### src/rtl/bin2bcd_seq.sv
// Sequential 9-bit binary to 3-digit BCD converter (shift-and-add-3); BIN2BCD_SIGNED_EN selects two's-complement input.
// Latency: DONE pulses 10 cycles after START is accepted; one conversion every 11 cycles back-to-back.
// Backpressure: none; START is only sampled while idle, and requests that arrive while busy are dropped.
module bin2bcd_seq (
    input  logic        clk_i,
    input  logic        rst_i,
    input  logic        start_i,
    input  logic [8:0]  bin_i,
    output logic        busy_o,
    output logic        done_o,
    output logic [11:0] bcd_o,
    output logic        sign_o
);

    typedef enum logic [1:0] {
        S_IDLE  = 2'd0,
        S_SHIFT = 2'd1,
        S_FIN   = 2'd2
    } state_t;

    state_t      state_q, state_d;
    logic [3:0]  cnt_q, cnt_d;
    logic [8:0]  shift_q, shift_d;
    logic [11:0] scratch_q, scratch_d;
    logic        sign_cap_q, sign_cap_d;
    logic [11:0] bcd_q, bcd_d;
    logic        sign_q, sign_d;
    logic        done_q, done_d;

    logic [8:0]  mag;
    logic        sign_in;
    logic [11:0] adj;

`ifdef BIN2BCD_SIGNED_EN
    // 9'h100 negates to itself, which reads correctly as magnitude 256.
    assign sign_in = bin_i[8];
    assign mag     = bin_i[8] ? (~bin_i + 9'd1) : bin_i;
`else
    assign sign_in = 1'b0;
    assign mag     = bin_i;
`endif

    always_comb begin
        adj = scratch_q;
        for (int i = 0; i < 3; i++) begin
            if (scratch_q[4*i +: 4] >= 4'd5) begin
                adj[4*i +: 4] = scratch_q[4*i +: 4] + 4'd3;
            end
        end
    end

    always_comb begin
        state_d    = state_q;
        cnt_d      = cnt_q;
        shift_d    = shift_q;
        scratch_d  = scratch_q;
        sign_cap_d = sign_cap_q;
        bcd_d      = bcd_q;
        sign_d     = sign_q;
        done_d     = 1'b0;
        case (state_q)
            S_IDLE: begin
                if (start_i) begin
                    shift_d    = mag;
                    scratch_d  = 12'h000;
                    cnt_d      = 4'd9;
                    sign_cap_d = sign_in;
                    state_d    = S_SHIFT;
                end
            end
            S_SHIFT: begin
                {scratch_d, shift_d} = {adj[10:0], shift_q, 1'b0};
                cnt_d                = cnt_q - 4'd1;
                if (cnt_q == 4'd1) begin
                    state_d = S_FIN;
                end
            end
            S_FIN: begin
                bcd_d   = scratch_q;
                sign_d  = sign_cap_q;
                done_d  = 1'b1;
                state_d = S_IDLE;
            end
            default: begin
                state_d = S_IDLE;
            end
        endcase
    end

    always_ff @(posedge clk_i) begin
        if (rst_i) begin
            state_q    <= S_IDLE;
            cnt_q      <= 4'd0;
            shift_q    <= 9'd0;
            scratch_q  <= 12'h000;
            sign_cap_q <= 1'b0;
            bcd_q      <= 12'h000;
            sign_q     <= 1'b0;
            done_q     <= 1'b0;
        end else begin
            state_q    <= state_d;
            cnt_q      <= cnt_d;
            shift_q    <= shift_d;
            scratch_q  <= scratch_d;
            sign_cap_q <= sign_cap_d;
            bcd_q      <= bcd_d;
            sign_q     <= sign_d;
            done_q     <= done_d;
        end
    end

    assign busy_o = (state_q == S_SHIFT) || (state_q == S_FIN);
    assign done_o = done_q;
    assign bcd_o  = bcd_q;
    assign sign_o = sign_q;

endmodule

### config.mk
export PLATFORM = sky130hd
export DESIGN_NAME = bin2bcd_seq
export DESIGN_NICKNAME = d
export VERILOG_FILES = /design/src/rtl/bin2bcd_seq.sv
export SDC_FILE = /design/constraint.sdc
export NUM_CORES = 1
export LEC_CHECK = 0
export BUFFER_PORTS_ARGS = -buffer_cell sky130_fd_sc_hd__buf_2
export CAP_MARGIN = 20
export CELL_PAD_IN_SITES_DETAIL_PLACEMENT = 0
export CELL_PAD_IN_SITES_GLOBAL_PLACEMENT = 1
export CORE_UTILIZATION = 43
export DETAILED_ROUTE_END_ITERATION = 10
export GPL_TIMING_DRIVEN = 0
export PLACE_DENSITY = 0.81
export SLEW_MARGIN = 20
export SYNTH_ARGS = -nofsm -noshare
export SYNTH_HDL_FRONTEND = slang
export SYNTH_SLANG_ARGS = --single-unit
### constraint.sdc
create_clock -name clk_i -period 1.6 [get_ports clk_i]
set_input_delay 0.08 -clock clk_i [delete_from_list [all_inputs] [get_ports clk_i]]
set_output_delay 0.08 -clock clk_i [all_outputs]
set_load 0.005 [all_outputs]
; Yosys cells after proc, flatten, opt, wreduce, memory -nomap -nowiden
; Index checks and enable logic that the tools add are counted.
; Widths: inputs -> output; s select.
[totals]
wordCells = 36
output_inout_bits = 15
n_memories = 0
latch_bits = 0
ff_bits = 40
mem_bits_rw = 0
rom_bits = 0
[classes]
bitwise_logic = 0
shifts = 0
order_cmp = 3
add_sub_neg = 4
n_eq_ne = 5
mux = 13
n_reduce_logical = 5
multipliers = 0
div_mod_pow = 0
[ops]
columns = operator, n
row1 = $pmux 12 s2, 1
row2 = $pmux 9 s2, 1
row3 = $ge 4x3->1 const B, 3
row4 = $mux 12, 1
row5 = $mux 4, 3
row6 = $mux 9, 1
row7 = $add 4x2->4 const B, 2
row8 = $pmux 4 s2, 1
row9 = $eq 4x1->1 const B, 1
row10 = $mux 2, 2
row11 = $ne 2x2->1 const B, 2
row12 = $pmux 2 s2, 1
row13 = $reduce_and 2->1, 2
row14 = $sub 4x1->4 const B, 1
row15 = $add 3x2->3 const B, 1
row16 = $mux 3, 1
row17 = $eq 2x1->1 const B, 1
row18 = $eq 2x2->1 const B, 1
row19 = $logic_not 2->1, 1
row20 = $reduce_bool 2->1, 1
row21 = $logic_or 1x1->1, 1
row22 = $mux 1, 1

; Longest topological paths before layout
; Gate-level depths: netlist of run 1.
[depth]
depth_word = 3
ltp_mapped = 7
ltp_nobuf = 6

; Worst setup path after synthesis of run 1
; OpenSTA, ideal clock, no wires.
[synth_path]
path_kind = register -> register
startpoint = reg state_q[0]
endpoint = reg shift_q[0]
period_less_slack_ps = 1419
slack_ps = 181
arrival_ps = 1287
setup_time_ps = 132
stages_incl_launch_ff = 7
path_buffers = 1
path_cell_list = dfxtp_1 -> inv_1 -> ha_1 -> mux2_4 -> buf_8 -> nand3b_2 -> a21oi_2
[synth_via]
elab_chain_cells = 3
word_cells_on_any_way = 6
[synth_rtl]
columns = item, line_no
row1 = from (decl), 21  ; state_t state_q, state_d;
row2 = from (signal assigned), 101  ; state_q <= state_d;
row3 = $eq 2x1->1 / $logic_not 2->1 (equally long branches), 61  ; case (state_q)
row4 = $reduce_bool 2->1 (no line) / $ne 2x2->1 (equally long branches), -
row5 = $reduce_and 2->1 (no line), -
row6 = to (signal assigned), 103  ; shift_q <= shift_d;
row7 = to (decl), 23  ; logic [8:0] shift_q, shift_d;
; Several ways; a longest one is shown, not always the timed one.
; A chain may end at the register's enable or synchronous reset.

; Final worst setup path of run 1
[layout_path]
startpoint = reg state_q[1]
endpoint = reg shift_q[8]
; The elaborated chain is that of the path after synthesis.

==> summary.md, run 1 <==
| Metric | Value |
|---|---|
| Clk root buf | clkbuf_8 |
| Finished Cell Area | 2230 um^2 |
| Initial DRC count | 56 |
| Area after DPL | 2090 um^2 |
| H-tree depth | 2 |
| Startpoint types | flip-flop |
| Clock buffer depth | 2 |
| Area grow syn2layout | 17.1% |
| Most area-consuming cells after synthesis | dfxtp_1 42%, mux2i_1 12%, ha_1 7.2% |
| Max incr delay on CP | 0.33 ns |
| I/O pin cnt | 27 |
| RSZ-0062 raised after global routing | false |
| First-pass GRT wire length | 6.20 mm |
| Cell count after placement | 276 |
| Ys flop type | dfxtp_1 |
| Largest net degree at the start of global routing | 14 |
| Synth warn | 0 |
| Wire per inst | 12.9 um |
| Cells after Synth | 202 |
| Sequential area share after synthesis | 42.0% |
| Initial Util | 46.3% |
| Max VDD drop | 0.546 mV |
| Dpl ws | -0.0636 ns |
| Total Routing Usage GR | 18.4% |
| Net count, final | 257 |
| Register-to-register setup slack | 0.10 ns |
| Buf/Inv on CP | 3 |
| # setup viols final | 0 |
| Post-synth EDFFs | 0 |
| Total wire length | 3.68 mm |
| I/O Buffers | 24 |
| Vias in the first global route | 1322 |
| Pre-antenna DRT Iters | 4 |
| Routed Antenna Nets | 0 |
| Lkg Pwr | 0.917 nW |
| Antenna violations before repair | 0 |
| GRT overflow | 0 |
| Post-layout util | 54.2% |
| Max Slew Vio Count | 0 |
| Final Non-Filler Cells | 285 |
| CP top delay family | buffers and inverters |
| Die area | 4700 um^2 |
| Crit path DAT | 1.66 ns |
| Min Tclk post-route | 1.50 ns |
| Min-Delay Path Class | in -> reg |
| CTS tree | yes |
| Total CTS buffers | 5 |
| CP dominant cell by count | buf_4 |
| Layout cells sized above 1 | 23.4% |
| N_diodes | 0 |
| CP Class | reg -> reg |
| Mapped Area | 1900 um^2 |
| Status | finished, final reports clean |
| Synthesized area per cell | 9.43 um^2 |
| CP max-delay cell | dfxtp_2 |
| Die H | 68.6 um |
| Area leader, netlist | dfxtp_1 |
| Worst setup margin | 0.105 ns |
| Cell chain of the critical path | inv_1, ha_1, buf_4, buf_4, mux2i_1, a211oi_2 |
| Tightest Pin Transition | 0.524 ns |
| Via-to-Cell Ratio | 5.07 |
| Count leader, synth | dfxtp_1 |
| Skew final | 0.00553 ns |
| Post-synth ARST share | 0% |
| Via count | 1446 |
| Hold violation count in the final report | 0 |
| Core Footprint | 4120 um^2 |
| CTS Sinks | 40 |
| Slew HR | 65.1% |
| Die Width | 68.6 um |
| GP Congestion | 0.760 |
| Post-route DRC | 0 |
| Part of the cycle the worst path needs | 93.5% |
| Crit path max fanout | 10 |
| Pwr Density | 1000 nW/um^2 |
| Hpwl dp | 2.59 mm |
| Max Fclk | 0.669 GHz |
| # Max-Cap Violations | 0 |
| Clk Latency, worst-skew pair | 0.29 ns |
| Synth cell count leaders | 40 x dfxtp_1, 28 x nor2_1, 23 x mux2i_1, 11 x ha_1, 11 x inv_1 |
| Count of cell types in the netlist | 37 |
| Cell Rows | 23 |
| Yosys reg bits | 40 |
| WP data required | 1.76 ns |
| Net count after synthesis | 225 |
| Layout filler cell count | 384 |
| CTS clk-pin slew, worst paths | 0.08 ns |
| Area share of the leading cell type in the synthesized netlist | 42.0% |
| CP Capture Type | flip-flop |
## worst paths after layout
| kind | cells after the start | start | endpoint |
|---|---|---|---|
| min reg2reg | 2 | shift_q[0] | shift_q[0] |
| max | 6 | state_q[1] | shift_q[8] |
| max reg2reg | 6 | state_q[1] | shift_q[8] |
| min | 3 | bin_i[0] | shift_q[0] |
## cells by family (layout without fill, tap and decap cells)
| logic type | after synthesis | in the layout | share of synthesized area [%] |
|---|---|---|---|
| simple gates | 62 | 62 | 15.8 |
| buf+inv | 22 | 55 | 5.72 |
| compound gates | 38 | 38 | 14.3 |
| flops | 40 | 40 | 42.1 |
| fa+ha+maj | 11 | 11 | 7.23 |
| mux | 24 | 24 | 12.9 |
| xor+xnor | 4 | 4 | 1.84 |
| other cells | 1 | 1 | 0.197 |
## tightest hold or removal path, delay by kind of cell
family                 cells  cell delay, ns
buffers and inverters      1            0.11
AND/OR/NAND/NOR            1            0.07
AO/OA/AOI/OAI              1            0.05
## report_power, final
part,switching [mW],total [mW],internal (mW)
logic,0.237,0.430,0.194
registers,0.0395,1.09,1.05
clock network,0.367,0.716,0.349
total,0.643,2.24,1.59
## per-layer routing
metal / part of all wire [%] / global-route usage [%] / wire (um) / up-vias
met5: 0 / 0 / 0 / -
met2: 45 / 27.0 / 1670 / 21
li1: - / - / - / 758
met3: 2.9 / 5.43 / 105 / 5
met1: 51 / 24.8 / 1860 / 662
met4: 1.2 / 7.81 / 45 / 0
## cell usage in the layout (no fill, tap or decap), types with 2 or more instances in the layout
master,netlist,routed
dfxtp_1,40,39
buf_2,3,27
nor2_1,28,27
mux2i_1,23,23
inv_1,11,11
ha_1,11,10
nand2b_1,8,8
a211oi_1,9,8
nand2_1,7,7
a22o_1,7,7
nand3_1,7,7
clkbuf_8,0,6
a21oi_1,7,5
clkbuf_1,4,4
buf_4,3,4
o21ai_0,4,4
a21oi_2,1,3
xnor2_1,3,3
nor3_1,3,3
a31oi_1,3,3
nor2_4,1,2
a22oi_1,2,2
nor2b_1,2,2
a211oi_2,1,2
clkinvlp_4,0,2
## metrics by stage
stage               hold WS [ns]  total power, mW  TNS [ns]
floorplan                  0.235             1.42         0
global placement           0.356             1.51    -0.698
detailed placement         0.364             1.52    -0.400
CTS                       0.0522             2.26         0
global route              0.0559             2.38         0
finish                    0.0605             2.24         0
## flip-flops by register name, indices dropped and copies added, names as in the netlist
name       cells
bcd_o         12
scratch_q     12
shift_q        9
cnt_q          4
state_q        2
done_o         1
## area by class of cell
type | count | area, um^2 | share of cell area (%)
plain buffers | 11 | 67.6 | 3.03
clock buffers | 6 | 82.6 | 3.70
clock inverters | 2 | 15.0 | 0.673
inverters | 11 | 41.3 | 1.85
multi-input cells | 140 | 1030 | 46.2
flip-flops and latches | 40 | 802 | 36.0
well taps | 50 | 62.6 | 2.81
repair buffers | 25 | 128 | 5.72
## what timing repair did
item                                    4_1_cts  5_1_grt
pin swaps                                     1        1
endpoints found under the setup margin       11       16
gates resized for setup                       3        6
hold buffers                                  0        0
buffers inserted                              1        0
Note: power is estimated with default switching activity, not from simulation.
==> run 2: changes to the inputs <==
--- a/config.mk
+++ b/config.mk
@@ -13,6 +13,7 @@
 export DETAILED_ROUTE_END_ITERATION = 10
 export GPL_TIMING_DRIVEN = 0
 export PLACE_DENSITY = 0.81
+export SETUP_SLACK_MARGIN = 0.3
 export SLEW_MARGIN = 20
 export SYNTH_ARGS = -nofsm -noshare
 export SYNTH_HDL_FRONTEND = slang
==> run 2 against run 1 <==
Sequential share of layout area is 4.2 points lower. Via count is 7.7% higher. Utilization is 7.9 points higher. Clock power is 3% lower. Power is 8.7% higher. First-iteration DRC count is 7.1% higher. Die area stayed put. Critical path depth is 1 lower. Sequential power hardly changed.
==> summary.md, run 2 (synthesized netlist as in run 1, its figures left out) <==
| Metric | Value |
|---|---|
| Wire per inst | 13.7 um (+5.9%) |
| Slew HR | 58.3% (-6.8 points) |
| Clk root buf | clkbuf_8 |
| CTS Sinks | 40 (unchanged) |
| Via count | 1558 (+7.7%) |
| Core Footprint | 4120 um^2 (unchanged) |
| Worst hold slack | 0.0469 ns (-0.0136 ns) |
| CP Capture Type | flip-flop |
| RSZ-0062 raised after global routing | true |
| Antenna violations before repair | 0 (unchanged) |
| Skew final | 0.00736 ns (+0.00183 ns) |
| WP data required | 1.83 ns (+0.07 ns) |
| Die Width | 68.6 um (unchanged) |
| I/O Buffers | 24 (unchanged) |
| Grt met3 use | 5.92% (+0.49 points) |
| CP Class | reg -> reg |
| Register-to-register setup slack | 0.20 ns (+0.09 ns) |
| Net count, final | 272 (+5.8%) |
| Hold buffers post-CTS | 0 (unchanged) |
| Hpwl dp | 2.66 mm (+2.7%) |
| Total wire length | 4.10 mm (+12%) |
| Clock buffer depth | 2 (unchanged) |
| Met2 usage | 31.0% (+4.0 points) |
| Hold Crit Depth | 3 (unchanged) |
| Worst setup margin | 0.196 ns (+0.0911 ns) |
| Startpoint types | flip-flop |
| Reg2Reg Depth | 5 (-1) |
| Initial Util | 46.3% (unchanged) |
| Layout cells sized above 1 | 42.4% (+19 points) |
| GR Util met1 | 25.1% (+0.28 points) |
| H-tree depth | 2 (unchanged) |
| CTS tree | yes |
| Pre-antenna DRT Iters | 4 (unchanged) |
| N_diodes | 0 (unchanged) |
| Total CTS buffers | 5 (unchanged) |
| Top Usage Layer GRT | met2 |
| Vias in the first global route | 1421 (+7.5%) |
| Area grow syn2layout | 34.1% |
| Hold violation count in the final report | 0 (unchanged) |
| Status | finished, final reports clean |
| Cell count after placement | 276 (unchanged) |
| Dpl ws | -0.00984 ns (+0.0538 ns) |
| Die H | 68.6 um (unchanged) |
| Clk Latency, worst-skew pair | 0.30 ns (about the same) |
| Die area | 4700 um^2 (unchanged) |
| First-pass GRT wire length | 6.59 mm (+6.3%) |
| Initial DRC count | 60 (+7.1%) |
| Final Non-Filler Cells | 300 (+5.3%) |
| Min Tclk post-route | 1.40 ns (-0.0911 ns) |
| Routed Antenna Nets | 0 (unchanged) |
| # Max-Cap Violations | 0 (unchanged) |
| Post-route DRC | 0 (unchanged) |
| Max Slew Vio Count | 0 (unchanged) |
| Tightest Pin Transition | 0.626 ns (+0.102 ns) |
| I/O pin cnt | 27 (unchanged) |
| Most common cell after layout, fill and taps aside | dfxtp_1 |
| Via-to-Cell Ratio | 5.19 (+2.4%) |
| Max VDD drop | 0.583 mV (+6.8%) |
| Total Routing Usage GR | 19.6% (+1.2 points) |
| Part of the cycle the worst path needs | 87.8% (-5.7 points) |
| CTS clk-pin slew, worst paths | 0.07 ns (about the same) |
| Lkg Pwr | 1.05 nW (+14%) |
| Crit path DAT | 1.64 ns (-0.02 ns) |
| Crit path max fanout | 8 (-2) |
| # setup viols final | 0 (unchanged) |
| Commonest cells after routing, fill and taps aside | 31 x dfxtp_1, 24 x buf_2, 22 x nor2_1 |
| Cell Rows | 23 (unchanged) |
| Min-Delay Path Class | in -> reg |
| GP Congestion | 0.750 (-1.4%) |
| Largest net degree at the start of global routing | 13 (-1) |
| Post-route total power | 2.43 mW (+8.7%) |
| Max Fclk | 0.712 GHz (+6.5%) |
| GRT overflow | 0 (unchanged) |
| Pwr Density | 952 nW/um^2 (-5.1%) |
run 2: changes by cell type in the layout (fill, tap and decap cells not counted), moves of 3 or more:
cell | before | now
a211oi_1 | 8 | 3
a211oi_2 | 2 | 7
a21oi_1 | 5 | 2
buf_2 | 27 | 24
buf_4 | 4 | 14
buf_6 | 0 | 5
dfxtp_1 | 39 | 31
dfxtp_2 | 1 | 9
mux2i_1 | 23 | 20
mux2i_2 | 0 | 3
nor2_1 | 27 | 22
nor2_2 | 1 | 6
run 2: path summary, 6_finish.rpt:
path	from	end
max reg2reg	state_q[0]	scratch_q[4]
min	bin_i[0]	shift_q[0]
max	state_q[0]	scratch_q[4]
min reg2reg	shift_q[0]	shift_q[0]
run 2: stage by stage:
| stage | area (um^2) | util [%] | setup TNS, ns |
|---|---|---|---|
| 2_1_floorplan | 1930 | - | 0 |
| 3_3_place_gp | 2110 | 51.4 | 0 |
| 3_5_place_dp | 2110 | 51.4 | -0.0160 |
| 4_1_cts | 2320 | 56.4 | 0 |
| 5_1_grt | 2550 | 62.1 | 0 |
| 6_report | 2550 | 62.1 | 0 |
run 2: layout make-up:
cell class                      count  area, um^2
Buffer                             11         111
Clock buffer                        6        82.6
Clock inverter                      2        10.0
Fill cell                         366        1560
Inverter                           11        41.3
Multi-Input combinational cell    140        1170
Sequential cell                    40         812
Tap cell                           50        62.6
Timing Repair Buffer               40         265
run 2: where the power goes:
group	internal, mW	switching (mW)
Sequential	1.05	0.0503
Combinational	0.321	0.309
Clock	0.344	0.353
run 2: repair_timing:
action,CTS,global route
endpoints found under the setup margin,35,36
resized for setup,17,38
cloned,0,1
setup buffers,7,8
pin swaps,8,10
run 2: worst max-delay path, stage by stage (launching register included):
cell and delay (ns):
dfxtp_2 0.35, inv_2 0.05, ha_4 0.17, mux2_4 0.36, nor2_4 0.22, a22o_1 0.18
run 2: layer usage:
layer  wire, um  share of wire, %  vias up
met5          0                 0        -
met4         55               1.3        0
met3        119               2.9        6
met2       1940                47       17
met1       1990                48      747
li1           -                 -      788
